`config.mk`:
```
export PLATFORM = sky130hd
export DESIGN_NAME = multicycle_ctrl
export DESIGN_NICKNAME = d
export VERILOG_FILES = /design/src/rtl/multicycle_ctrl_pkg.sv /design/src/rtl/ctrl_imm_dec.sv /design/src/rtl/multicycle_ctrl.sv
export SDC_FILE = /design/constraint.sdc
export NUM_CORES = 1
export LEC_CHECK = 0
export CAP_MARGIN = 20
export CORE_MARGIN = 5
export CORE_UTILIZATION = 38
export DETAILED_ROUTE_END_ITERATION = 16
export DONT_BUFFER_PORTS = 1
export GPL_TIMING_DRIVEN = 1
export MAX_ROUTING_LAYER = met4
export PLACE_DENSITY_LB_ADDON = 0.25
export SYNTH_ARGS = -nofsm -noshare
export SYNTH_HDL_FRONTEND = slang
export SYNTH_SLANG_ARGS = --single-unit
```
`constraint.sdc`:
```
create_clock -name clk -period 2.9 [get_ports clk]
set_input_delay 0.435 -clock clk [delete_from_list [all_inputs] [get_ports clk]]
set_output_delay 0.435 -clock clk [all_outputs]
set_load 0.03 [all_outputs]
```
`src/rtl/multicycle_ctrl_pkg.sv`:
```
// Shared types and encodings for the multicycle RV32I control unit.
package multicycle_ctrl_pkg;

  typedef enum logic [3:0] {
    S_FETCH    = 4'd0,
    S_DECODE   = 4'd1,
    S_MEMADR   = 4'd2,
    S_MEMREAD  = 4'd3,
    S_MEMWB    = 4'd4,
    S_MEMWRITE = 4'd5,
    S_EXECR    = 4'd6,
    S_EXECI    = 4'd7,
    S_ALUWB    = 4'd8,
    S_BRANCH   = 4'd9,
    S_JAL      = 4'd10,
    S_TRAP     = 4'd11
  } state_e;

  localparam logic [6:0] OP_LOAD   = 7'b0000011;
  localparam logic [6:0] OP_STORE  = 7'b0100011;
  localparam logic [6:0] OP_R      = 7'b0110011;
  localparam logic [6:0] OP_I      = 7'b0010011;
  localparam logic [6:0] OP_BRANCH = 7'b1100011;
  localparam logic [6:0] OP_JAL    = 7'b1101111;

  localparam logic [1:0] RES_ALUOUT    = 2'b00;
  localparam logic [1:0] RES_DATA      = 2'b01;
  localparam logic [1:0] RES_ALURESULT = 2'b10;

  localparam logic [1:0] SRCA_PC    = 2'b00;
  localparam logic [1:0] SRCA_OLDPC = 2'b01;
  localparam logic [1:0] SRCA_RD1   = 2'b10;

  localparam logic [1:0] SRCB_RD2  = 2'b00;
  localparam logic [1:0] SRCB_IMM  = 2'b01;
  localparam logic [1:0] SRCB_FOUR = 2'b10;

  localparam logic [1:0] ALUOP_ADD   = 2'b00;
  localparam logic [1:0] ALUOP_SUB   = 2'b01;
  localparam logic [1:0] ALUOP_FUNCT = 2'b10;

  localparam logic [1:0] IMM_I = 2'b00;
  localparam logic [1:0] IMM_S = 2'b01;
  localparam logic [1:0] IMM_B = 2'b10;
  localparam logic [1:0] IMM_J = 2'b11;

endpackage

```
`src/rtl/ctrl_imm_dec.sv`:
```
// Immediate-format decode: purely combinational from the opcode.
module ctrl_imm_dec
  import multicycle_ctrl_pkg::*;
(
  input  logic [6:0] i_op,
  output logic [1:0] o_imm_src
);

  always_comb begin
    o_imm_src = IMM_I;
    case (i_op)
      OP_STORE:  o_imm_src = IMM_S;
      OP_BRANCH: o_imm_src = IMM_B;
      OP_JAL:    o_imm_src = IMM_J;
      default:   o_imm_src = IMM_I;
    endcase
  end

endmodule

```
`src/rtl/multicycle_ctrl.sv`:
```
// Multicycle RV32I main control: Moore FSM, datapath select decode,
// sticky illegal-opcode flag and retired-instruction counter.
module multicycle_ctrl
  import multicycle_ctrl_pkg::*;
#(
  parameter bit          MEM_HANDSHAKE   = 1'b1,
  parameter bit          SUPPORT_BNE     = 1'b1,
  parameter bit          TRAP_ON_ILLEGAL = 1'b1,
  parameter int unsigned CNT_W           = 32
) (
  input  logic             clk,
  input  logic             reset,
  input  logic [6:0]       op,
  input  logic [2:0]       funct3,
  input  logic             zero,
  input  logic             mem_ready,
  output logic             pc_write,
  output logic             adr_src,
  output logic             mem_write,
  output logic             ir_write,
  output logic [1:0]       result_src,
  output logic [1:0]       alu_src_a,
  output logic [1:0]       alu_src_b,
  output logic [1:0]       alu_op,
  output logic [1:0]       imm_src,
  output logic             reg_write,
  output logic             illegal,
  output logic [CNT_W-1:0] instret
);

  state_e           r_state;
  state_e           w_next_state;
  logic             w_rdy;
  logic             w_br_take;
  logic             w_retire;
  logic             w_pc_write;
  logic             w_mem_write;
  logic             w_ir_write;
  logic             w_reg_write;
  logic             r_illegal;
  logic [CNT_W-1:0] r_instret;
  logic             w_unused_funct3;

  assign w_rdy           = MEM_HANDSHAKE ? mem_ready : 1'b1;
  assign w_br_take       = zero ^ (SUPPORT_BNE & funct3[0]);
  assign w_unused_funct3 = ^funct3[2:1];

  ctrl_imm_dec u_imm_dec (
    .i_op      (op),
    .o_imm_src (imm_src)
  );

  always_ff @(posedge clk or posedge reset) begin
    if (reset) r_state <= S_FETCH;
    else       r_state <= w_next_state;
  end

  // Next state, select decode and ungated enables.
  always_comb begin
    w_next_state = r_state;
    adr_src      = 1'b0;
    result_src   = RES_ALUOUT;
    alu_src_a    = SRCA_PC;
    alu_src_b    = SRCB_RD2;
    alu_op       = ALUOP_ADD;
    w_pc_write   = 1'b0;
    w_mem_write  = 1'b0;
    w_ir_write   = 1'b0;
    w_reg_write  = 1'b0;
    w_retire     = 1'b0;
    case (r_state)
      S_FETCH: begin
        result_src = RES_ALURESULT;
        alu_src_b  = SRCB_FOUR;
        w_ir_write = w_rdy;
        w_pc_write = w_rdy;
        if (w_rdy) w_next_state = S_DECODE;
      end
      S_DECODE: begin
        alu_src_a = SRCA_OLDPC;
        alu_src_b = SRCB_IMM;
        case (op)
          OP_LOAD, OP_STORE: w_next_state = S_MEMADR;
          OP_R:              w_next_state = S_EXECR;
          OP_I:              w_next_state = S_EXECI;
          OP_BRANCH:         w_next_state = S_BRANCH;
          OP_JAL:            w_next_state = S_JAL;
          default: begin
            if (TRAP_ON_ILLEGAL) w_next_state = S_TRAP;
            else                 w_next_state = S_FETCH;
          end
        endcase
      end
      S_MEMADR: begin
        alu_src_a = SRCA_RD1;
        alu_src_b = SRCB_IMM;
        if (op == OP_LOAD) w_next_state = S_MEMREAD;
        else               w_next_state = S_MEMWRITE;
      end
      S_MEMREAD: begin
        adr_src = 1'b1;
        if (w_rdy) w_next_state = S_MEMWB;
      end
      S_MEMWB: begin
        result_src   = RES_DATA;
        w_reg_write  = 1'b1;
        w_retire     = 1'b1;
        w_next_state = S_FETCH;
      end
      S_MEMWRITE: begin
        adr_src     = 1'b1;
        w_mem_write = 1'b1;
        if (w_rdy) begin
          w_retire     = 1'b1;
          w_next_state = S_FETCH;
        end
      end
      S_EXECR: begin
        alu_src_a    = SRCA_RD1;
        alu_op       = ALUOP_FUNCT;
        w_next_state = S_ALUWB;
      end
      S_EXECI: begin
        alu_src_a    = SRCA_RD1;
        alu_src_b    = SRCB_IMM;
        alu_op       = ALUOP_FUNCT;
        w_next_state = S_ALUWB;
      end
      S_ALUWB: begin
        w_reg_write  = 1'b1;
        w_retire     = 1'b1;
        w_next_state = S_FETCH;
      end
      S_BRANCH: begin
        alu_src_a    = SRCA_RD1;
        alu_op       = ALUOP_SUB;
        w_pc_write   = w_br_take;
        w_retire     = 1'b1;
        w_next_state = S_FETCH;
      end
      // Link address PC+4 is written back through ALUWB.
      S_JAL: begin
        alu_src_a    = SRCA_OLDPC;
        alu_src_b    = SRCB_FOUR;
        w_pc_write   = 1'b1;
        w_next_state = S_ALUWB;
      end
      S_TRAP:  w_next_state = S_TRAP;
      default: w_next_state = S_FETCH;
    endcase
  end

  // Enables are suppressed for the whole time reset is held.
  assign pc_write  = w_pc_write  & ~reset;
  assign mem_write = w_mem_write & ~reset;
  assign ir_write  = w_ir_write  & ~reset;
  assign reg_write = w_reg_write & ~reset;

  always_ff @(posedge clk or posedge reset) begin
    if (reset) begin
      r_instret <= '0;
      r_illegal <= 1'b0;
    end else begin
      if (w_retire)                r_instret <= r_instret + CNT_W'(1);
      if (w_next_state == S_TRAP)  r_illegal <= 1'b1;
    end
  end

  assign instret = r_instret;
  assign illegal = r_illegal;

endmodule

```
==> results of run 1 <==
==> stage by stage <==
step / util [%] / setup slack, ns / cell area (um^2) / cells / total power, uW
4_1_cts: 43.04 / 0.4545 / 2341 / 308 / 1961
5_1_grt: 43.04 / 0.2577 / 2341 / 308 / 2082
3_5_place_dp: 41.18 / 0.4675 / 2240 / 300 / 1562
2_1_floorplan: - / 0.1759 / 2093 / 224 / 1387
6_report: 43.04 / 0.4621 / 2341 / 308 / 1940
3_3_place_gp: 41.18 / 0.4925 / 2240 / 300 / 1555
==> Yosys cell counts (3+ instances only) <==
| cell | number | area [um^2] |
|---|---|---|
| dfrtp_1 | 37 | 925.9 |
| nor2_1 | 26 | 97.59 |
| nand2_1 | 20 | 75.07 |
| xnor2_1 | 18 | 157.7 |
| xor2_1 | 17 | 148.9 |
| nand3_1 | 14 | 70.07 |
| inv_1 | 11 | 41.29 |
| nor3_1 | 8 | 40.04 |
| nand2b_1 | 7 | 43.79 |
| o21ai_0 | 7 | 35.03 |
| nor4_1 | 6 | 37.54 |
| and3_1 | 5 | 31.28 |
| and4_1 | 4 | 35.03 |
| clkbuf_1 | 4 | 15.01 |
| nor2b_1 | 3 | 18.77 |
| or4_1 | 3 | 22.52 |
==> power groups by stage <==
| stage | registers (uW) | logic (uW) | clock network [uW] |
|---|---|---|---|
| finish | 820 | 724 | 396 |
| global route | 844 | 809 | 429 |
| CTS | 822 | 731 | 407 |
| detailed placement | 832 | 730 | 0 |
| global placement | 833 | 722 | 0 |
| floorplan | 750 | 637 | 0 |
==> cell type report <==
class,instances,share of cell area [%]
clock inverters,1,0.2138
clock buffers,7,4.115
multi-input cells,168,46.66
well taps,72,3.848
repair buffers,12,3.848
inverters,11,1.764
flip-flops and latches,37,39.55
==> critical path: stages (launching register included) <==
cell      delay [ns]
dfrtp_1         0.60
nand2b_1        0.29
o21a_1          0.28
or4_1           0.73
nor4_4          0.33
xnor2_1         0.14
==> registers in the layout, indices dropped and copies added, names as in the netlist <==
| signal | flops |
|---|---|
| r_state | 4 |
| illegal | 1 |
| instret | 32 |
==> how the worst max path moves through the flow <==
| stage | to | slack [ns] | cells past startpoint |
|---|---|---|---|
| final | instret[28] | 0.46 | 5 |
| after global routing | instret[27] | 0.26 | 5 |
| after CTS | alu_src_a[0] | 0.45 | 4 |
| after detailed placement | instret[28] | 0.47 | 5 |
| after global placement | instret[28] | 0.49 | 5 |
| after floorplan | reg_write | 0.18 | 3 |
==> cell families (layout without fill, tap and decap cells) <==
kind of cell    count (synthesis)  in the layout  share of synthesized area [%]
fa+ha+maj                       1              1                         0.5976
buf+inv                        19             31                          3.885
mux                             2              2                          1.016
flops                          37             37                          44.23
simple gates                  109            109                          28.63
xor+xnor                       35             35                          14.64
compound gates                 21             21                          6.994
==> routing by layer <==
metal	global-route usage, %	up-vias	routed length [um]
met5	-	-	0
met4	5.117	0	70
met3	5.201	7	363
met2	22.17	44	2168
met1	16.55	760	2038
li1	-	802	-
==> flow_summary.yaml, run 1 <==
layout:
  multiInputGateArea_um2: 1092
  area_growth_pct: 11.84
  final_common_cell: "dfrtp_1"
  drive_above_1_share_pct: 11.44
  final_cell_mix: "dfrtp_1 (37), nor2_1 (26), nand2_1 (20)"
  register_area_um2: 925.9
  fillCellCount: 549
  n_antenna_cell: 0
  finalNetCount: 250
power_and_ir_drop:
  leakagePower_uw: 0.001007
  p_int_uw: 1057
  ir_drop_mv: 0.3834
  swShare_pct: 45.51
  switching_power_uw: 882.8
  power_per_cell_area_nw_per_um2: 828.7
  clkPwrFrac_pct: 20.4
  p_comb_share_pct: 37.3
  sequentialPowerShare_pct: 42.3
floorplan:
  std_cell_rows: 27
  start_util_pct: 38.49
  dieHeight_um: 84.22
  die-area_um2: 7093
  ioPinCount: 62
  core_area_um2: 5439
  die_x_um: 84.22
global_routing:
  antenna_found_initial: 0
  grt_overflow_total: 0
  grt_max_degree: 38
  grt_pass1_vias: 1634
  grt_use_total_pct: 14.11
  grt_pass1_wl_um: 7914
clock_tree:
  cts_inserted_buffers: 5
  cts_setup_buffers: 0
  hold_buffers: 0
  cts.sinks: 37
  htree_levels: 2
  post_cts_resized: 0
  clkSlewWorstSetupHoldPaths_ns: 0.08
  clk_path_buf_depth: 2
  cts_tree: "done"
  cts_root_buf: "clkbuf_8"
  clk_latency_ns: 0.29
route:
  postRouteAntennaNets: 0
  avgViaCountPerCell: 5.237
  drc: 0
  wl_per_cell_um: 15.06
  first_pass_iters: 4
  num_vias: 1613
  first_iter_violations: 54
  wirelength_um: 4640
critical_path:
  critPathRequiredTime_ns: 3.12
  start_kind: "flip-flop"
  reg2reg_slack_ns: 0.46
  crit_path_end_kind: "flip-flop"
  worstPathArrival_ns: 2.66
  reg2reg_from: "r_state[2]"
  r2r_end: "instret[28]"
  startpoint: "r_state[2]"
  path_class: "reg2reg"
  reg2reg_depth: 5
  crit_fanout: 14
run_status:
  status: "finished, final reports clean"
timing:
  finalHoldViolCount: 0
  hold_slack_ns: 0.1728
  setup_viol: 0
  fin_skew_ns: 0.009231
  fmax_mhz: 410.2
  finalCriticalPeriod_ns: 2.438
  period_share_pct: 84.07
  rsz0062_at_grt: "false"
  fin_tns_setup_ns: 0
  worst_pin_slew_ns: 0.7074
  slew_violations: 0
  slew_headroom_pct: 53.53
synth:
  seq_area_frac_synth_pct: 44.23
  syn_area_um2: 2093
  syn_nets: 239
  synthArstFlopShare_pct: 100.0
  syn_inst: 224
  ys_ff_latch: 37
  netlist-cell-type-count: 44
  syn_avg_cell_area_um2: 9.345
  ys_warn_count: 0
  synthFlopType: "dfrtp_1"
  synth_edf_count: 0
place:
  port_buffers: 0
  dp_hpwl_um: 3456
  gp_congestion: 0.7698
flow_run:
  maxCapViolCount: 0
worst_hold_path:
  hold_path.class: "in2async"
No activity file was read; power rests on OpenSTA's default activity.
==> inputs of run 2 (changes only) <==
==> constraint.sdc (replaced) <==
create_clock -name clk -period 2.4 [get_ports clk]
set_input_delay 0.36 -clock clk [delete_from_list [all_inputs] [get_ports clk]]
set_output_delay 0.36 -clock clk [all_outputs]
set_load 0.03 [all_outputs]
==> run 2 against run 1 <==
Setup slack got worse by 0.14 ns. Total power up 34%. Cell area rose by 10%. Register-to-register slack worse by 0.14 ns. Clock power rose by 40%. Global-route usage increased by 1.3 points. Largest cell class unchanged. Largest power group is now combinational logic.
==> flow_summary.yaml, run 2 (synthesis results as in run 1) <==
clock_tree:
  cts_setup_buffers: 0
  htree_levels: 2
  clk_latency_ns: 0.28
  cts_inserted_buffers: 5
  cts_root_buf: "clkbuf_8"
  cts_tree: "done"
  hold_buffers: 0
  clk_path_buf_depth: 2
  cts.sinks: 37
  clkSlewWorstSetupHoldPaths_ns: 0.08
  post_cts_resized: 0
layout:
  final_util_pct: 47.44
  n_antenna_cell: 0
  finalNetCount: 280
  finalInstanceArea_um2: 2580
  register_area_um2: 925.9
  drive_above_1_share_pct: 21.05
  fillCellCount: 546
  largest_register_ffs: 32
  final_common_cell: "buf_4"
  multiInputGateArea_um2: 1094
  area_growth_pct: 23.25
  final_cell_mix: "buf_4 (41), dfrtp_1 (37), nor2_1 (26)"
place:
  port_buffers: 0
  dpl_cell_area_um2: 2464
  gp_congestion: 0.7854
  dp_hpwl_um: 3779
critical_path:
  path_class: "reg2reg"
  reg2reg_slack_ns: 0.32
  start_kind: "flip-flop"
  crit_path_end_kind: "flip-flop"
  crit_fanout: 9
  worstPathArrival_ns: 2.29
  slowest_stage: "nor4_1"
  critPathRequiredTime_ns: 2.61
  r2r_end: "instret[21]"
  reg2reg_depth: 6
  reg2reg_from: "r_state[3]"
  critPathMaxStageDelay_ns: 0.43
  path_cells: "nand2b_1 > buf_4 > o21ai_0 > nand3_1 > nor4_1 > xor2_1"
run_status:
  status: "finished, final reports clean"
route:
  avgViaCountPerCell: 5.148
  num_vias: 1740
  drc: 0
  first_pass_iters: 4
  postRouteAntennaNets: 0
  wirelength_um: 5022
  wl_per_cell_um: 14.86
  first_iter_violations: 48
timing:
  period_share_pct: 86.60
  slew_headroom_pct: 61.29
  finalHoldViolCount: 0
  fmax_mhz: 481.2
  setup_viol: 0
  slew_violations: 0
  rsz0062_at_grt: "false"
  worst_pin_slew_ns: 0.5786
  finalCriticalPeriod_ns: 2.078
  fin_skew_ns: 0.007904
  fin_tns_setup_ns: 0
floorplan:
  core_area_um2: 5439
  start_util_pct: 38.49
  die-area_um2: 7093
  dieHeight_um: 84.22
  ioPinCount: 62
  die_x_um: 84.22
  std_cell_rows: 27
power_and_ir_drop:
  total_power_uw: 2604
  leakagePower_uw: 0.001160
  power_per_cell_area_nw_per_um2: 1009
  ir_drop_mv: 0.4100
flow_run:
  maxCapViolCount: 0
worst_hold_path:
  hold_path.class: "in2async"
global_routing:
  grt_pass1_vias: 1796
  antenna_found_initial: 0
  grt_pass1_wl_um: 8721
  grt_use_total_pct: 15.43
  grt_max_degree: 38
  grt_overflow_total: 0
## run 2: cell count changes in the layout (fill, tap and decap cells not counted)
cell | previous run | this run
a2111oi_2 | 1 | 0
bufinv_16 | 0 | 1
clkinv_2 | 1 | 0
clkbuf_1 | 0 | 1
clkbuf_8 | 7 | 6
nor4_2 | 1 | 2
buf_2 | 0 | 1
buf_4 | 12 | 41
nor4_1 | 6 | 5
a2111oi_1 | 0 | 1
## run 2: worst max path at each step
stage / start / end / slack (ns)
after floorplan: r_state[1] / reg_write / 0.14
after global placement: r_state[3] / instret[27] / 0.31
after detailed placement: r_state[3] / instret[21] / 0.29
after CTS: r_state[3] / instret[21] / 0.26
after global routing: r_state[3] / instret[21] / 0.11
final: r_state[3] / instret[21] / 0.32
## run 2: metal layers
layer  global-route usage, %  share of wire, %
met2                   24.61                47
met5                       -                 0
met1                   18.90                46
met3                   4.612               6.3
met4                   4.532              0.90
## run 2: area by class of cell
| cell class | count | share of cell area, % |
|---|---|---|
| Sequential cell | 37 | 35.89 |
| Clock inverter | 1 | 1.164 |
| Inverter | 11 | 1.600 |
| Tap cell | 72 | 3.492 |
| Timing Repair Buffer | 42 | 12.12 |
| Clock buffer | 7 | 3.346 |
| Multi-Input combinational cell | 168 | 42.39 |
## run 2: where the power goes
group	internal [uW]	total (uW)	switching (uW)	leakage [uW]
registers	711	773	62.0	0.000448
logic	459	1280	817	0.000654
clock network	339	555	216	0.0000585
## run 2: worst max-delay path, delay by kind of cell, from the launching register on
kind	cells	cell delay, ns
buffers and inverters	1	0.16
and+or+nand+nor	3	0.98
xor gates and xnor gates	1	0.17
DFF	1	0.39
AOI/OAI and AO/OA	1	0.32
## run 2: metrics by stage
| stage | setup WS [ns] | std cells | hold WS (ns) |
|---|---|---|---|
| final | 0.3217 | 338 | 0.1156 |
| after global routing | 0.1117 | 338 | 0.1493 |
| after CTS | 0.2624 | 338 | 0.1220 |
| after detailed placement | 0.2852 | 330 | 0.4370 |
| after global placement | 0.3124 | 330 | 0.4316 |
| after floorplan | 0.1398 | 224 | 0.5451 |
